**config.mk**
```make
export PLATFORM = sky130hd
export DESIGN_NAME = keycode_cmd_unit
export DESIGN_NICKNAME = d
export VERILOG_FILES = /design/src/rtl/keycode_cmd_unit.sv
export SDC_FILE = /design/constraint.sdc
export NUM_CORES = 1
export LEC_CHECK = 0
export ABC_AREA = 1
export BUFFER_PORTS_ARGS = -buffer_cell sky130_fd_sc_hd__clkbuf_2
export CORE_MARGIN = 1
export CORE_UTILIZATION = 41
export CTS_BUF_LIST = sky130_fd_sc_hd__clkbuf_2 sky130_fd_sc_hd__clkbuf_4 sky130_fd_sc_hd__clkbuf_8
export DETAILED_ROUTE_END_ITERATION = 10
export PLACE_DENSITY_LB_ADDON = 0.12
export SETUP_SLACK_MARGIN = 0.4
export SLEW_MARGIN = 20
export SYNTH_ARGS = -nofsm -noshare
export SYNTH_HDL_FRONTEND = slang
export SYNTH_SLANG_ARGS = --single-unit
```
**constraint.sdc**
```tcl
create_clock -name Clk -period 2.63 [get_ports Clk]
set_input_delay 0 -clock Clk [delete_from_list [all_inputs] [get_ports Clk]]
set_output_delay 0 -clock Clk [all_outputs]
set_load 0.005 [all_outputs]
```
**src/rtl/keycode_cmd_unit.sv**
```systemverilog
// HID keycode word to queued player commands with frame-paced direction auto-repeat.
// Optional KEYCMD_STATS_EN adds a saturating drop/coalesce counter output.
module keycode_cmd_unit #(
  parameter int unsigned REPEAT_DELAY = 12,
  parameter int unsigned REPEAT_RATE  = 4,
  parameter int unsigned FIFO_DEPTH   = 4
) (
  input  logic        Clk,
  input  logic        Reset_n,
  input  logic [15:0] keycode,
  input  logic        frame_clk,
  input  logic        cmd_ready,
  output logic        cmd_valid,
  output logic [2:0]  cmd_code,
  output logic [3:0]  dir_held,
  output logic [7:0]  last_key
`ifdef KEYCMD_STATS_EN
  ,
  output logic [7:0]  drop_count
`endif
);

  localparam logic [7:0] KEY_UP    = 8'h1A;
  localparam logic [7:0] KEY_DOWN  = 8'h16;
  localparam logic [7:0] KEY_LEFT  = 8'h04;
  localparam logic [7:0] KEY_RIGHT = 8'h07;
  localparam logic [7:0] KEY_BOMB  = 8'h2C;
  localparam logic [2:0] CMD_BOMB  = 3'd4;

  localparam int unsigned PW   = $clog2(FIFO_DEPTH);
  localparam int unsigned RMAX = (REPEAT_DELAY > REPEAT_RATE) ? REPEAT_DELAY : REPEAT_RATE;
  localparam int unsigned CW   = $clog2(RMAX + 1);

  function automatic logic is_rollover(input logic [7:0] c);
    return (c != 8'h00) && (c <= 8'h03);
  endfunction

  function automatic logic slot_hit(input logic [15:0] kc, input logic [7:0] code);
    return (kc[7:0] == code) || (kc[15:8] == code);
  endfunction

  // Returns {valid, code} of the highest-priority held direction.
  function automatic logic [2:0] pick_dir(input logic [3:0] h);
    if (h[0])      return 3'b100;
    else if (h[1]) return 3'b101;
    else if (h[2]) return 3'b110;
    else if (h[3]) return 3'b111;
    else           return 3'b000;
  endfunction

  logic [15:0]   kc_q;
  logic [7:0]    last_key_q;
  logic [4:0]    held, held_prev_q, press;
  logic [2:0]    fs_q;
  logic          tick;
  logic [2:0]    act, prev_act;
  logic          changed;
  logic [CW-1:0] rpt_q, rpt_d;
  logic          rpt_fire, dir_ev;
  logic          bomb_pend_q, bomb_pend_d, dir_pend_q, dir_pend_d;
  logic [1:0]    dir_code_q, dir_code_d;
  logic          bomb_take, dir_take, dir_hold, push, pop, room, dropped, coal;
  logic [2:0]    push_code;
  logic [2:0]    mem_q [FIFO_DEPTH];
  logic [PW-1:0] wr_ptr_q, rd_ptr_q;
  logic [PW:0]   cnt_q;

  assign held = {slot_hit(kc_q, KEY_BOMB), slot_hit(kc_q, KEY_RIGHT), slot_hit(kc_q, KEY_LEFT),
                 slot_hit(kc_q, KEY_DOWN), slot_hit(kc_q, KEY_UP)};
  assign press    = held & ~held_prev_q;
  assign tick     = fs_q[2] & ~fs_q[1];
  assign act      = pick_dir(held[3:0]);
  assign prev_act = pick_dir(held_prev_q[3:0]);
  assign changed  = act != prev_act;

  // A change of active direction always restarts the delay, even on a tick cycle.
  always_comb begin
    rpt_d    = rpt_q;
    rpt_fire = 1'b0;
    if (changed) begin
      rpt_d = CW'(REPEAT_DELAY);
    end else if (act[2] && tick) begin
      if (rpt_q == CW'(1)) begin
        rpt_fire = 1'b1;
        rpt_d    = CW'(REPEAT_RATE);
      end else begin
        rpt_d = rpt_q - CW'(1);
      end
    end
  end

  assign dir_ev = (act[2] & press[act[1:0]]) | rpt_fire;

  assign pop       = cmd_valid & cmd_ready;
  assign room      = (cnt_q != (PW+1)'(FIFO_DEPTH)) | pop;
  assign bomb_take = bomb_pend_q;
  assign dir_take  = dir_pend_q & ~bomb_pend_q;
  assign push      = (bomb_take | dir_take) & room;
  assign dropped   = (bomb_take | dir_take) & ~room;
  assign push_code = bomb_take ? CMD_BOMB : {1'b0, dir_code_q};
  assign dir_hold  = dir_pend_q & ~dir_take;
  assign coal      = dir_ev & dir_hold;

  // bomb_pend is always consumed in the cycle after it is set, so only dir can coalesce.
  always_comb begin
    bomb_pend_d = press[4];
    dir_pend_d  = dir_hold | dir_ev;
    dir_code_d  = (dir_ev & ~dir_hold) ? act[1:0] : dir_code_q;
  end

  always_ff @(posedge Clk or negedge Reset_n) begin
    if (!Reset_n) begin
      kc_q        <= '0;
      last_key_q  <= '0;
      held_prev_q <= '0;
      fs_q        <= '0;
      rpt_q       <= CW'(REPEAT_DELAY);
      bomb_pend_q <= 1'b0;
      dir_pend_q  <= 1'b0;
      dir_code_q  <= '0;
      wr_ptr_q    <= '0;
      rd_ptr_q    <= '0;
      cnt_q       <= '0;
    end else begin
      if (!is_rollover(keycode[7:0]) && !is_rollover(keycode[15:8])) begin
        kc_q <= keycode;
        if (keycode[7:0] != 8'h00) last_key_q <= keycode[7:0];
      end
      held_prev_q <= held;
      fs_q        <= {fs_q[1:0], frame_clk};
      rpt_q       <= rpt_d;
      bomb_pend_q <= bomb_pend_d;
      dir_pend_q  <= dir_pend_d;
      dir_code_q  <= dir_code_d;
      if (push) wr_ptr_q <= wr_ptr_q + PW'(1);
      if (pop)  rd_ptr_q <= rd_ptr_q + PW'(1);
      cnt_q <= cnt_q + (PW+1)'(push) - (PW+1)'(pop);
    end
  end

  always_ff @(posedge Clk) begin
    if (push) mem_q[wr_ptr_q] <= push_code;
  end

  assign cmd_valid = cnt_q != '0;
  assign cmd_code  = cmd_valid ? mem_q[rd_ptr_q] : '0;
  assign dir_held  = held_prev_q[3:0];
  assign last_key  = last_key_q;

`ifdef KEYCMD_STATS_EN
  logic [7:0] drop_q;
  logic [8:0] drop_sum;
  assign drop_sum = {1'b0, drop_q} + 9'(dropped) + 9'(coal);
  always_ff @(posedge Clk or negedge Reset_n) begin
    if (!Reset_n)             drop_q <= '0;
    else if (drop_sum[8])     drop_q <= '1;
    else                      drop_q <= drop_sum[7:0];
  end
  assign drop_count = drop_q;
`else
  logic unused_stats;
  assign unused_stats = dropped | coal;
`endif

endmodule

```
==> impl_metrics.csv, run 1 <==
group,metric,value,unit
die,rows,30,
yosys,syn_area_per_cell,8.74,um2
yosys,syn_area,2950,um2
grt,grt_max_degree,33,
cells_and_area,synthToLayoutAreaGrowth,20.2,%
timing,finalClockSkew,0.00757,ns
power_and_ir_drop,p_per_area,661,nW/um2
grt,grt_usage,16.8,%
die,initial_core_util,42.9,%
grt,grt_first_pass_wirelength,9490,um
timing,setup_violations,0,
clocking,numClockSinks,59,
drt,first_iter_violations,78,
clocking,cts-root-buf,"clkbuf_8",
timing,worstMarginPinSlew,0.496,ns
worst_setup_path,worstSetupPathType,"flip-flop to flip-flop",
die,dieArea,7530,um2
yosys,synth_top_family_by_area,"simple AND/OR/NAND/NOR gates",
power_and_ir_drop,leakage,0.00175,uW
drt,routed-via-count,2226,
yosys,synth-xor-area-share,2.08,%
drt,wire_per_inst,11.2,um
cells_and_area,final_cell_mix,"nand2_1 (79), inv_1 (48), dfrtp_1 (45), nor2_1 (41), clkbuf_2 (35)",
clocking,cts_buffer_depth,2,
outcome,status,"complete, no violations",
cells_and_area,final_common_cell,"nand2_1",
die,dieHeight,86.8,um
worst_setup_path,worstPathCellList,"nor2_1 -> nand2_1 -> inv_1 -> nor2_1 -> ha_1 -> inv_1 -> ha_1 -> fa_1 -> xor2_1",
worst_setup_path,cp_max_fo,4,
yosys,ys_seq_area_share,52.3,%
clocking,insertion_delay,0.33,ns
grt,antenna_found_initial,0,
timing,grt_setup_unrepaired,"false",
cells_and_area,design_area,3540,um2
die,io_pins,36,
worst_setup_path,max_stage_delay,0.40,ns
grt,grt_pass1_vias,2138,
worst_setup_path,critPathTopFamily,"adder cells",
drt,drc,0,
cells_and_area,drive_gt1_share,21.3,%
timing,maxSlewViolCount,0,
timing,fmax,0.500,GHz
hold_path,hp-class,"primary input to flip-flop",
timing,slew_headroom,67.0,%
worst_setup_path,r2r-start,"cnt_q[1]",
worst_setup_path,worstSetupEndpointType,"flip-flop",
placement,gp_congestion,0.761,
clocking,cts_buffers,9,
power_and_ir_drop,peakVddDrop,0.332,mV
timing,hold_viol_final,0,
die,core,6870,um2
worst_setup_path,required,2.84,ns
yosys,ys_types,35,
placement,port_buffers,35,
worst_setup_path,r2r_setup_slack,0.63,ns
worst_setup_path,cp-start-kind,"flip-flop",
timing,period_needed,2.00,ns
clocking,cts-htree-levels,3,
worst_setup_path,crit_start,"cnt_q[1]",
drt,drt_pre_antenna_iters,4,
hold_path,hold_path.startpoint,"cmd_ready",
yosys,synthCells,337,
grt,grt.overflow.total,0,
drt,final_antenna_net_count,0,
yosys,synth.net_count,366,
placement,placed_area,3180,um2
drt,drt-vias-per-instance,4.50,
clocking,clkTransAtPathRegs,0.06,ns
placement,dp_hpwl,4000,um
run,drv_cap,0,
worst_setup_path,arrival,2.22,ns
yosys,synthMuxAreaShare,0,%
yosys,ys_warn_count,0,
yosys,synth-compound-area-share,9.30,%
yosys,ys_ff_latch,59,
cells_and_area,nets,423,
clocking,cts_tree,"built",
worst_setup_path,cp_num_buf_inv,2,
yosys,synth_adder_area_share,4.08,%
clocking,cts_setup_buffers,0,
timing,setup_tns,0,ns
timing,min_period_over_period,76.1,%
worst_setup_path,critPathSlowestCell,"dfrtp_1",
yosys,synthSimpleGateAreaFrac,23.2,%
cells_and_area,n_antenna_cell,0,
die,die_w,86.8,um
drt,drt-total-wl,5540,um
==> cell type report <==
cell class / count / area, um2
clock buffer: 13 / 160
clock inverter: 3 / 15.0
fill: 642 / 3330
inverter: 54 / 205
multi-input combinational: 216 / 1140
sequential: 59 / 1540
tap: 96 / 120
timing repair buffer: 54 / 363
==> per-stage QoR <==
| stage | cells | power, uW | setup WS [ns] | utilization, % | hold WS [ns] |
|---|---|---|---|---|---|
| floorplan | 337 | 1450 | 0.735 | - | -0.296 |
| global placement | 461 | 1600 | 0.694 | 46.4 | -0.0540 |
| detailed placement | 461 | 1620 | 0.637 | 46.4 | -0.0485 |
| CTS | 495 | 2380 | 0.618 | 51.5 | 0.0481 |
| global route | 495 | 2500 | 0.470 | 51.5 | 0.0936 |
| finish | 495 | 2340 | 0.628 | 51.5 | 0.0616 |
==> kinds of logic (layout without fill, tap and decap cells) <==
kind of cell / after synthesis / after routing
AOI/OAI and AO/OA: 44 / 44
xor gates and xnor gates: 7 / 7
adders and majority gates: 9 / 9
buffers and inverters: 62 / 124
DFF: 59 / 59
and+or+nand+nor: 156 / 156
==> power breakdown <==
part           switching [uW]  leakage, uW  internal [uW]
registers                87.0     0.000675           1030
logic                     273     0.000975            216
clock network             337    0.0000974            394
total                     697      0.00175           1640
==> cell usage after synthesis <==
library cell | count | area share (%)
nor3_1 | 3 | 0.51
o21ai_2 | 9 | 2.7
dfstp_2 | 2 | 1.8
o31ai_1 | 1 | 0.25
nor2_2 | 1 | 0.21
dfrtp_1 | 45 | 38
a32oi_1 | 1 | 0.30
a21oi_1 | 6 | 1.0
nor3_4 | 1 | 0.55
buf_6 | 2 | 0.76
edfxtp_1 | 12 | 12
inv_4 | 1 | 0.21
xor2_1 | 5 | 1.5
xnor2_1 | 2 | 0.59
nor2_4 | 1 | 0.38
inv_2 | 5 | 0.64
inv_1 | 48 | 6.1
o211ai_1 | 1 | 0.25
ha_1 | 8 | 3.4
nor2_1 | 41 | 5.2
nand3b_1 | 1 | 0.25
nor4_1 | 1 | 0.21
nand2_2 | 10 | 2.1
nand3_2 | 1 | 0.34
nand4_1 | 1 | 0.21
fa_1 | 1 | 0.68
nand2_1 | 79 | 10
o21ai_0 | 23 | 3.9
nand3_1 | 14 | 2.4
o21ai_1 | 2 | 0.34
nor3b_1 | 1 | 0.25
buf_4 | 5 | 1.3
nor4_2 | 1 | 0.42
o21ai_4 | 1 | 0.55
clkbuf_1 | 1 | 0.13
==> per-layer routing <==
metal,vias up,track usage [%],wire [um]
met5,-,0,0
met4,0,8.64,123
met3,10,3.43,125
met2,30,27.8,2680
met1,1012,21.0,2600
li1,1174,-,-
==> registers in the layout, summed over array words and instances, names as in the netlist <==
signal and flops:
mem_q 12, fs_q 3, rd_ptr_q 2, dir_code_q 2, kc_q 16, bomb_pend_q 1
dir_pend_q 1, cnt_q 3, rpt_q 4, held_prev_q 5, wr_ptr_q 2, last_key 8
==> worst paths after layout <==
kind	end	depth (start not counted)
hold / removal	rd_ptr_q[0]	4
max in group asynchronous	rpt_q[2]	3
setup reg to reg	cnt_q[2]	9
setup / recovery	cnt_q[2]	9
hold reg to reg	fs_q[1]	0
min in group asynchronous	rd_ptr_q[0]	2
==> worst register-to-register path, stage by stage (launching register included) <==
cell and delay [ns]:
dfrtp_1 0.40, nor2_1 0.15, nand2_1 0.08, inv_1 0.12, nor2_1 0.09, ha_1 0.28
inv_1 0.04, ha_1 0.18, fa_1 0.38, xor2_1 0.16
==> what timing repair did <==
item                       in CTS  in global routing
setup endpoints to repair       0                  0
hold buffers                   18                  0
resized for setup               0                  0
hold endpoints to repair       40                  0
Note: power is estimated with default switching activity, not from simulation.
==> run 2: changes to the inputs <==
clock period = 2 ns   (was 2.63 ns; I/O delays follow)
==> run 2 against run 1 <==
Combinational power is 74% higher; cell area is 13% higher; critical path type unchanged; via count is 6.6% higher; sequential cell count stayed put; core utilization is 6.8 points higher; hold slack better by 0.092 ns; largest power group unchanged; total power is 50% higher; worst setup slack worse by 0.42 ns; routed wire length is 8.7% higher.
==> impl_metrics.csv, run 2 (synthesis gave the netlist of run 1 again) <==
group,metric,value,unit
outcome,status,"complete, no violations",
clocking,cts_buffers,9,
power_and_ir_drop,p_total,3500,uW
power_and_ir_drop,p_per_area,873,nW/um2
clocking,clkTransAtPathRegs,0.07,ns
timing,fmax,0.560,GHz
die,die_w,86.8,um
drt,wl_met2,3130,um
hold_path,hp-class,"primary input to flip-flop",
clocking,cts_tree,"built",
clocking,cts-htree-levels,3,
clocking,insertion_delay,0.33,ns
die,core,6870,um2
placement,gp_congestion,0.850,
placement,port_buffers,35,
timing,setup_tns,0,ns
grt,grt_max_degree,48,
worst_setup_path,worstSetupPathType,"flip-flop to flip-flop",
grt,antenna_found_initial,0,
die,rows,30,
placement,dp_hpwl,3920,um
worst_setup_path,cp-start-kind,"flip-flop",
drt,routed-via-count,2373,
timing,hold_viol_final,0,
grt,grt.overflow.total,0,
drt,drt_pre_antenna_iters,4,
power_and_ir_drop,leakage,0.00193,uW
grt,grt_first_pass_wirelength,9950,um
drt,first_iter_violations,48,
cells_and_area,largest_reg_flops,16,
cells_and_area,design_area,4000,um2
worst_setup_path,worstSetupEndpointType,"flip-flop",
cells_and_area,n_antenna_cell,0,
worst_setup_path,arrival,2.00,ns
clocking,cts_buffer_depth,2,
drt,met3RoutedLength,176,um
die,dieHeight,86.8,um
cells_and_area,nets,456,
cells_and_area,final_common_cell,"nand2_1",
timing,finalClockSkew,0.00848,ns
drt,drc,0,
cells_and_area,post-route-util,58.3,%
timing,setup_violations,0,
drt,final_antenna_net_count,0,
timing,grt_setup_unrepaired,"true",
die,dieArea,7530,um2
cells_and_area,drive_gt1_share,37.7,%
drt,drt-vias-per-instance,4.49,
worst_setup_path,cp_max_fo,2,
worst_setup_path,required,2.21,ns
run,drv_cap,0,
cells_and_area,synthToLayoutAreaGrowth,35.9,%
drt,met1_length,2590,um
cells_and_area,top_register,"kc_q",
drt,drt-total-wl,6010,um
timing,period_needed,1.79,ns
timing,min_period_over_period,89.4,%
timing,maxSlewViolCount,0,
timing,worstMarginPinSlew,0.602,ns
grt,grt_usage,17.6,%
die,io_pins,36,
grt,grt_pass1_vias,2325,
clocking,numClockSinks,59,
timing,slew_headroom,59.9,%
die,initial_core_util,42.9,%
drt,highest_layer,"met4",
cells_and_area,final_cell_mix,"nand2_1 (65), dfrtp_1 (44), inv_1 (35), clkbuf_2 (35), nor2_1 (29)",
power_and_ir_drop,peakVddDrop,0.479,mV
drt,wire_per_inst,11.4,um
placement,placed_area,3210,um2
clocking,cts-root-buf,"clkbuf_8",
-- run 2: cell count changes in the layout (fill, tap and decap cells not counted), sizes merged --
cell	change
clkbuf	-3
clkinvlp	+1
buf	+33
bufinv	+2
-- run 2: path summary, 6_finish.rpt --
check	from	to	slack, ns	depth (start not counted)
worst max-delay path	cnt_q[0]	cnt_q[2]	0.21	9
max in group asynchronous	Reset_n	rd_ptr_q[0]	1.28	3
worst min-delay path	cmd_ready	rd_ptr_q[0]	0.15	5
worst min register to register	fs_q[0]	fs_q[1]	0.35	0
min in group asynchronous	Reset_n	rd_ptr_q[1]	0.30	3
worst max register to register	cnt_q[0]	cnt_q[2]	0.21	9
-- run 2: critical path, stage by stage, from the launching register on --
cell and delay [ns]:
dfrtp_1 0.39, nor2_2 0.14, nand2_2 0.08, inv_2 0.09, nor2_4 0.05, ha_4 0.26
inv_2 0.03, ha_4 0.15, fa_2 0.33, xor2_1 0.15
-- run 2: what timing repair did --
action / 4_1_cts / 5_1_grt
pin swaps: 20 / 23
endpoints found under the setup margin: 17 / 41
buffers inserted: 27 / 4
hold endpoints to repair: 70 / 0
hold buffers: 18 / 0
gates resized for setup: 20 / 40
-- run 2: through the flow --
stage	setup slack, ns	instances	hold slack, ns
after detailed placement	0.0881	463	0.118
final	0.213	528	0.153
after global placement	0.171	463	0.111
after CTS	0.220	524	0.127
after global routing	0.139	528	0.151
after floorplan	0.205	337	-0.296
-- run 2: area by class of cell --
type	instances	area, um2
Clock buffer	10	131
Multi-Input combinational cell	216	1270
Fill cell	602	2870
Clock inverter	6	80.1
Tap cell	96	120
Inverter	54	210
Sequential cell	59	1540
Timing Repair Buffer	87	656
-- run 2: report_power, final --
part           leakage [uW]  switching (uW)  internal [uW]
clock              0.000105             459            704
combinational       0.00115             439            413
sequential         0.000674             123           1360
total               0.00193            1020           2480
-- run 2: per-layer routing --
| metal | vias to the layer above | track usage (%) |
|---|---|---|
| met3 | 12 | 4.57 |
| met4 | 0 | 9.39 |
| met5 | - | 0 |
| li1 | 1236 | - |
| met2 | 35 | 31.1 |
| met1 | 1090 | 19.4 |
